## config.mk

```make
export PLATFORM = sky130hd
export DESIGN_NAME = piso_serializer
export DESIGN_NICKNAME = d
export VERILOG_FILES = /design/src/rtl/shift_reg_pkg.sv /design/src/rtl/bit_counter.sv /design/src/rtl/piso_serializer.sv
export SDC_FILE = /design/constraint.sdc
export NUM_CORES = 1
export LEC_CHECK = 0
export BUFFER_PORTS_ARGS = -buffer_cell sky130_fd_sc_hd__buf_2
export CORE_MARGIN = 4
export CORE_UTILIZATION = 40
export DETAILED_ROUTE_END_ITERATION = 8
export SLEW_MARGIN = 20
export SYNTH_ARGS = -nofsm -noshare
export SYNTH_HDL_FRONTEND = slang
export SYNTH_SLANG_ARGS = --single-unit
export TNS_END_PERCENT = 10
```

## constraint.sdc

```tcl
create_clock -name clk -period 2.4 [get_ports clk]
set_input_delay 0.6 -clock clk [delete_from_list [all_inputs] [get_ports clk]]
set_output_delay 0.6 -clock clk [all_outputs]
set_load 0.02 [all_outputs]
```

## src/rtl/shift_reg_pkg.sv

```systemverilog
// shift_reg_pkg: shared FSM state type, default width and counter-width helper for the shift stages
package shift_reg_pkg;
  typedef enum logic {IDLE, SHIFT} state_t;
  localparam int DEFAULT_WIDTH = 4;
  function automatic int cnt_width(input int w);
    return $clog2(w + 1);
  endfunction
endpackage

```

## src/rtl/bit_counter.sv

```systemverilog
// bit_counter: clearable up-counter flagging the last bit (count == N-1) of an N-bit frame
module bit_counter
  import shift_reg_pkg::*;
#(
  parameter int N  = DEFAULT_WIDTH,
  parameter int CW = cnt_width(DEFAULT_WIDTH)
) (
  input  logic          clk,
  input  logic          reset_n,
  input  logic          clr,
  input  logic          inc,
  output logic [CW-1:0] cnt,
  output logic          tc
);
  // clear wins over increment so a reload restarts at bit 0
  always_ff @(posedge clk or negedge reset_n)
    if (!reset_n) cnt <= '0;
    else if (clr) cnt <= '0;
    else if (inc) cnt <= cnt + 1'b1;
  assign tc = cnt == CW'(N - 1);
endmodule

```

## src/rtl/piso_serializer.sv

```systemverilog
// piso_serializer: valid/ready parallel-in serial-out stage; define PISO_PARITY_EN to append an even-parity bit
module piso_serializer
  import shift_reg_pkg::*;
#(
  parameter int WIDTH     = DEFAULT_WIDTH,
  parameter bit MSB_FIRST = 1'b1
) (
  input  logic             clk,
  input  logic             reset_n,
  input  logic [WIDTH-1:0] d,
  input  logic             load_valid,
  output logic             load_ready,
  output logic             sout,
  output logic             sout_valid,
  output logic             sout_last,
  output logic             busy
);
`ifdef PISO_PARITY_EN
  localparam int N = WIDTH + 1;
`else
  localparam int N = WIDTH;
`endif
  localparam int CW = cnt_width(WIDTH);
  state_t          state_q, state_d;
  logic [WIDTH-1:0] ord;
  logic [N-1:0]    frm, sh;
  logic [CW-1:0]   cnt;
  logic            tc, acc, adv, fin;
  for (genvar i = 0; i < WIDTH; i++) begin : g_ord
    assign ord[i] = MSB_FIRST ? d[WIDTH-1-i] : d[i];
  end
`ifdef PISO_PARITY_EN
  assign frm = {^d, ord};
`else
  assign frm = ord;
`endif
  assign busy = state_q == SHIFT;
  bit_counter #(.N(N), .CW(CW)) u_cnt (
    .clk(clk), .reset_n(reset_n), .clr(acc || fin), .inc(adv), .cnt(cnt), .tc(tc)
  );
  // state register
  always_ff @(posedge clk or negedge reset_n)
    if (!reset_n) state_q <= IDLE;
    else state_q <= state_d;
  // ready depends only on state, so a word may be taken on the last-bit edge for gap-free reload
  always_comb begin
    fin        = state_q == SHIFT && tc;
    adv        = state_q == SHIFT && !tc;
    load_ready = state_q == IDLE || fin;
    acc        = load_valid && load_ready;
    state_d    = acc ? SHIFT : fin ? IDLE : state_q;
  end
  // frame is held in transmit order; bit 0 of the shift register is always the next bit out
  always_ff @(posedge clk or negedge reset_n)
    if (!reset_n) begin
      sh         <= '0;
      sout       <= 1'b0;
      sout_valid <= 1'b0;
      sout_last  <= 1'b0;
    end else if (acc) begin
      sh         <= frm >> 1;
      sout       <= frm[0];
      sout_valid <= 1'b1;
      sout_last  <= 1'b0;
    end else if (adv) begin
      sh         <= sh >> 1;
      sout       <= sh[0];
      sout_last  <= cnt == CW'(N - 2);
    end else if (fin) begin
      sh         <= '0;
      sout       <= 1'b0;
      sout_valid <= 1'b0;
      sout_last  <= 1'b0;
    end
endmodule

```

==> results.json <==
{
  "outcome": "completed",
  "htreeDepth": 1,
  "detail_route.vias_per_cell": 5.11,
  "antenna_violations_before_repair": 0,
  "ctsRootBufferMaster": "clkbuf_4",
  "cp-start-kind": "register",
  "nNetsFinal": 71,
  "die_area_um2": 1950,
  "area_delta_synth_final_pct": 14.1,
  "leakage_nw": 0.295,
  "final.min_clock_period_ns": 2.21,
  "yosys_warnings": 0,
  "total_power_mw": 0.718,
  "critPathCaptureType": "primary output",
  "report.final.hold_viol_count": 0,
  "setup_violation_total_in_the_final_timing_report": 0,
  "compound_cell_area_share_of_the_yosys_netlist": 0.151,
  "die_y_um": 44.2,
  "num_vias": 368,
  "grt_first_pass_wirelength_um": 1510,
  "maximum_number_of_pins_on_one_net_before_global_route_repair": 14,
  "dp_slack_ns": 0.474,
  "pin_count": 12,
  "fillCellCount": 115,
  "postSynthRegisterBits": 10,
  "syn_nets": 58,
  "use_met3": 0.0407,
  "crit_path_max_fanout": 7,
  "synth_area_um2": 523,
  "cts_made_buffers": 3,
  "antennaDiodeCount": 0,
  "gr-total-overflow": 0,
  "max_clock_freq_mhz": 453,
  "cts_tree": "done",
  "setup_total_negative_slack_ns": 0,
  "drc_errors": 0,
  "synth_xor_xnor_area_share": 0,
  "die-width_um": 44.2,
  "final_design_area_no_fill_um2": 597,
  "yosysUniqueCellTypes": 18,
  "synthesis.instances": 47,
  "max_cap_violations": 0,
  "muxShareOfSynthArea": 0.0957,
  "clock_insertion_delay_worst_skew_ns": 0.26,
  "drt_first_iter_violations": 10,
  "max-clock-path-buffers": 2,
  "path_clk_slew_ns": 0.06,
  "detail_route.wirelength_um": 891,
  "drive_gt1_frac": 0.259,
  "row_count": 12,
  "top_usage_layer": "met1",
  "finalWorstSetupSlack_ns": 0.191,
  "grt_setup_unrepaired": "false",
  "numClockSinks": 10,
  "critPathArrivalTime_ns": 1.61,
  "report.final.slew_viol_count": 0,
  "post-dp-hpwl_um": 664,
  "power.density_cell_area_nw_per_um2": 1200,
  "worst_pin_slew_ns": 0.306,
  "period_share": 0.920,
  "syn_area_per_cell_um2": 11.1,
  "hp-class": "in2async",
  "globalRouteMet1Util": 0.146,
  "vdd_drop_max_v": 0.000512,
  "port-buffer-count": 11,
  "floorplan.core_area_um2": 1170,
  "grtUsageMet2": 0.145,
  "ctsResizeCount": 0,
  "data_required_critical_path_ns": 1.80,
  "setup.worst_path.class": "reg2out",
  "postLayoutCoreUtil": 0.510,
  "dpl-instance-area_um2": 574,
  "simple_gate_fraction_of_synth_area": 0.103,
  "floorplan.initialDensity": 0.447,
  "synth_top_family_by_area": "compound AO/OA/AOI/OAI gates",
  "drt-pass1-iter-count": 3,
  "clock-skew-final_ns": 0.00408,
  "ys_seq_area_frac": 0.478,
  "track_usage": 0.109,
  "setup_fix_buffers_added_after_clock_tree_synthesis": 0,
  "antenna_left": 0,
  "wl_per_cell_um": 12.4,
  "hold_buffers": 0,
  "synth_adder_area_share": 0.0957,
  "first_global_vias": 342,
  "timing.slew.headroom": 0.796,
  "gpl.final_weighted_congestion": 0.772
}
==> routing by layer <==
layer	routed length, µm	part of all wire	up-vias
li1	-	-	192
met3	75	0.084	2
met2	353	0.40	10
met5	0	0	-
met4	11	0.012	0
met1	450	0.51	164
==> path summary, 6_finish.rpt <==
path	slack, ns	end	depth (start not counted)	from
worst max register to register	0.90	busy	4	u_cnt.cnt[0]
max in group asynchronous	2.02	u_cnt.cnt[1]	1	reset_n
min in group clk	0.50	sout_last	1	sout_last
worst min-delay path	0.19	sh[0]	1	reset_n
worst min register to register	0.50	sout_last	1	sout_last
worst max-delay path	0.19	load_ready	4	u_cnt.cnt[0]
==> kinds of logic after synthesis <==
kind of cell | Yosys count
DFF | 10
buffers and inverters | 8
muxes | 5
adders and majority gates | 4
and+or+nand+nor | 10
AOI/OAI and AO/OA | 10
==> cell usage in the layout, fill, tap and decap left out <==
cell type,n
nor2_1,2
o22ai_1,1
nand3_1,4
a21bo_2,1
clkbuf_4,3
o2bb2ai_1,2
nor3b_1,1
nand2b_1,3
inv_1,5
o221ai_1,3
ha_1,4
mux2i_1,5
buf_2,11
dfrtp_1,10
o21ai_0,1
a22o_1,1
a21oi_1,1
==> final cells by class <==
| class | count | area (µm²) | share of cell area |
|---|---|---|---|
| clock buffers | 3 | 22.5 | 0.0377 |
| inverters | 5 | 18.8 | 0.0314 |
| multi-input cells | 29 | 233 | 0.390 |
| flip-flops and latches | 10 | 250 | 0.419 |
| well taps | 14 | 17.5 | 0.0294 |
| repair buffers | 11 | 55.1 | 0.0922 |
==> through the flow <==
step / std cells / hold slack [ns]
3_5_place_dp: 69 / 0.470
3_3_place_gp: 69 / 0.473
4_1_cts: 72 / 0.186
6_report: 72 / 0.187
5_1_grt: 72 / 0.188
2_1_floorplan: 47 / 0.304
==> power breakdown <==
part	internal (mW)	switching, mW	leakage [nW]
logic	0.131	0.174	0.155
registers	0.242	0.0585	0.126
clock network	0.0578	0.0541	0.0138
total	0.431	0.287	0.295
==> synthesized netlist by cell type <==
| library cell | n | area (µm²) |
|---|---|---|
| buf_6 | 1 | 11.3 |
| nand2b_1 | 3 | 18.8 |
| o2bb2ai_1 | 2 | 17.5 |
| mux2i_1 | 5 | 50.1 |
| buf_2 | 1 | 5.00 |
| a21oi_1 | 1 | 5.00 |
| ha_1 | 4 | 50.1 |
| o221ai_1 | 3 | 26.3 |
| o21ai_0 | 1 | 5.00 |
| o22ai_1 | 1 | 6.26 |
| nor3b_1 | 1 | 7.51 |
| nand3_1 | 4 | 20.0 |
| dfrtp_1 | 10 | 250 |
| inv_1 | 5 | 18.8 |
| a22o_1 | 1 | 8.76 |
| a21bo_2 | 1 | 10.0 |
| nor2_1 | 2 | 7.51 |
| clkbuf_2 | 1 | 5.00 |
==> critical path, stage by stage (launching register included) <==
cell	delay, ns
dfrtp_1	0.40
ha_1	0.23
ha_1	0.27
nand2b_1	0.24
buf_2	0.20
==> sequential cells by signal, summed over array words and instances (netlist names) <==
name        flops
sh              3
u_cnt.cnt       3
busy            1
sout            1
sout_last       1
sout_valid      1
Power figures use the tool's default switching activity.
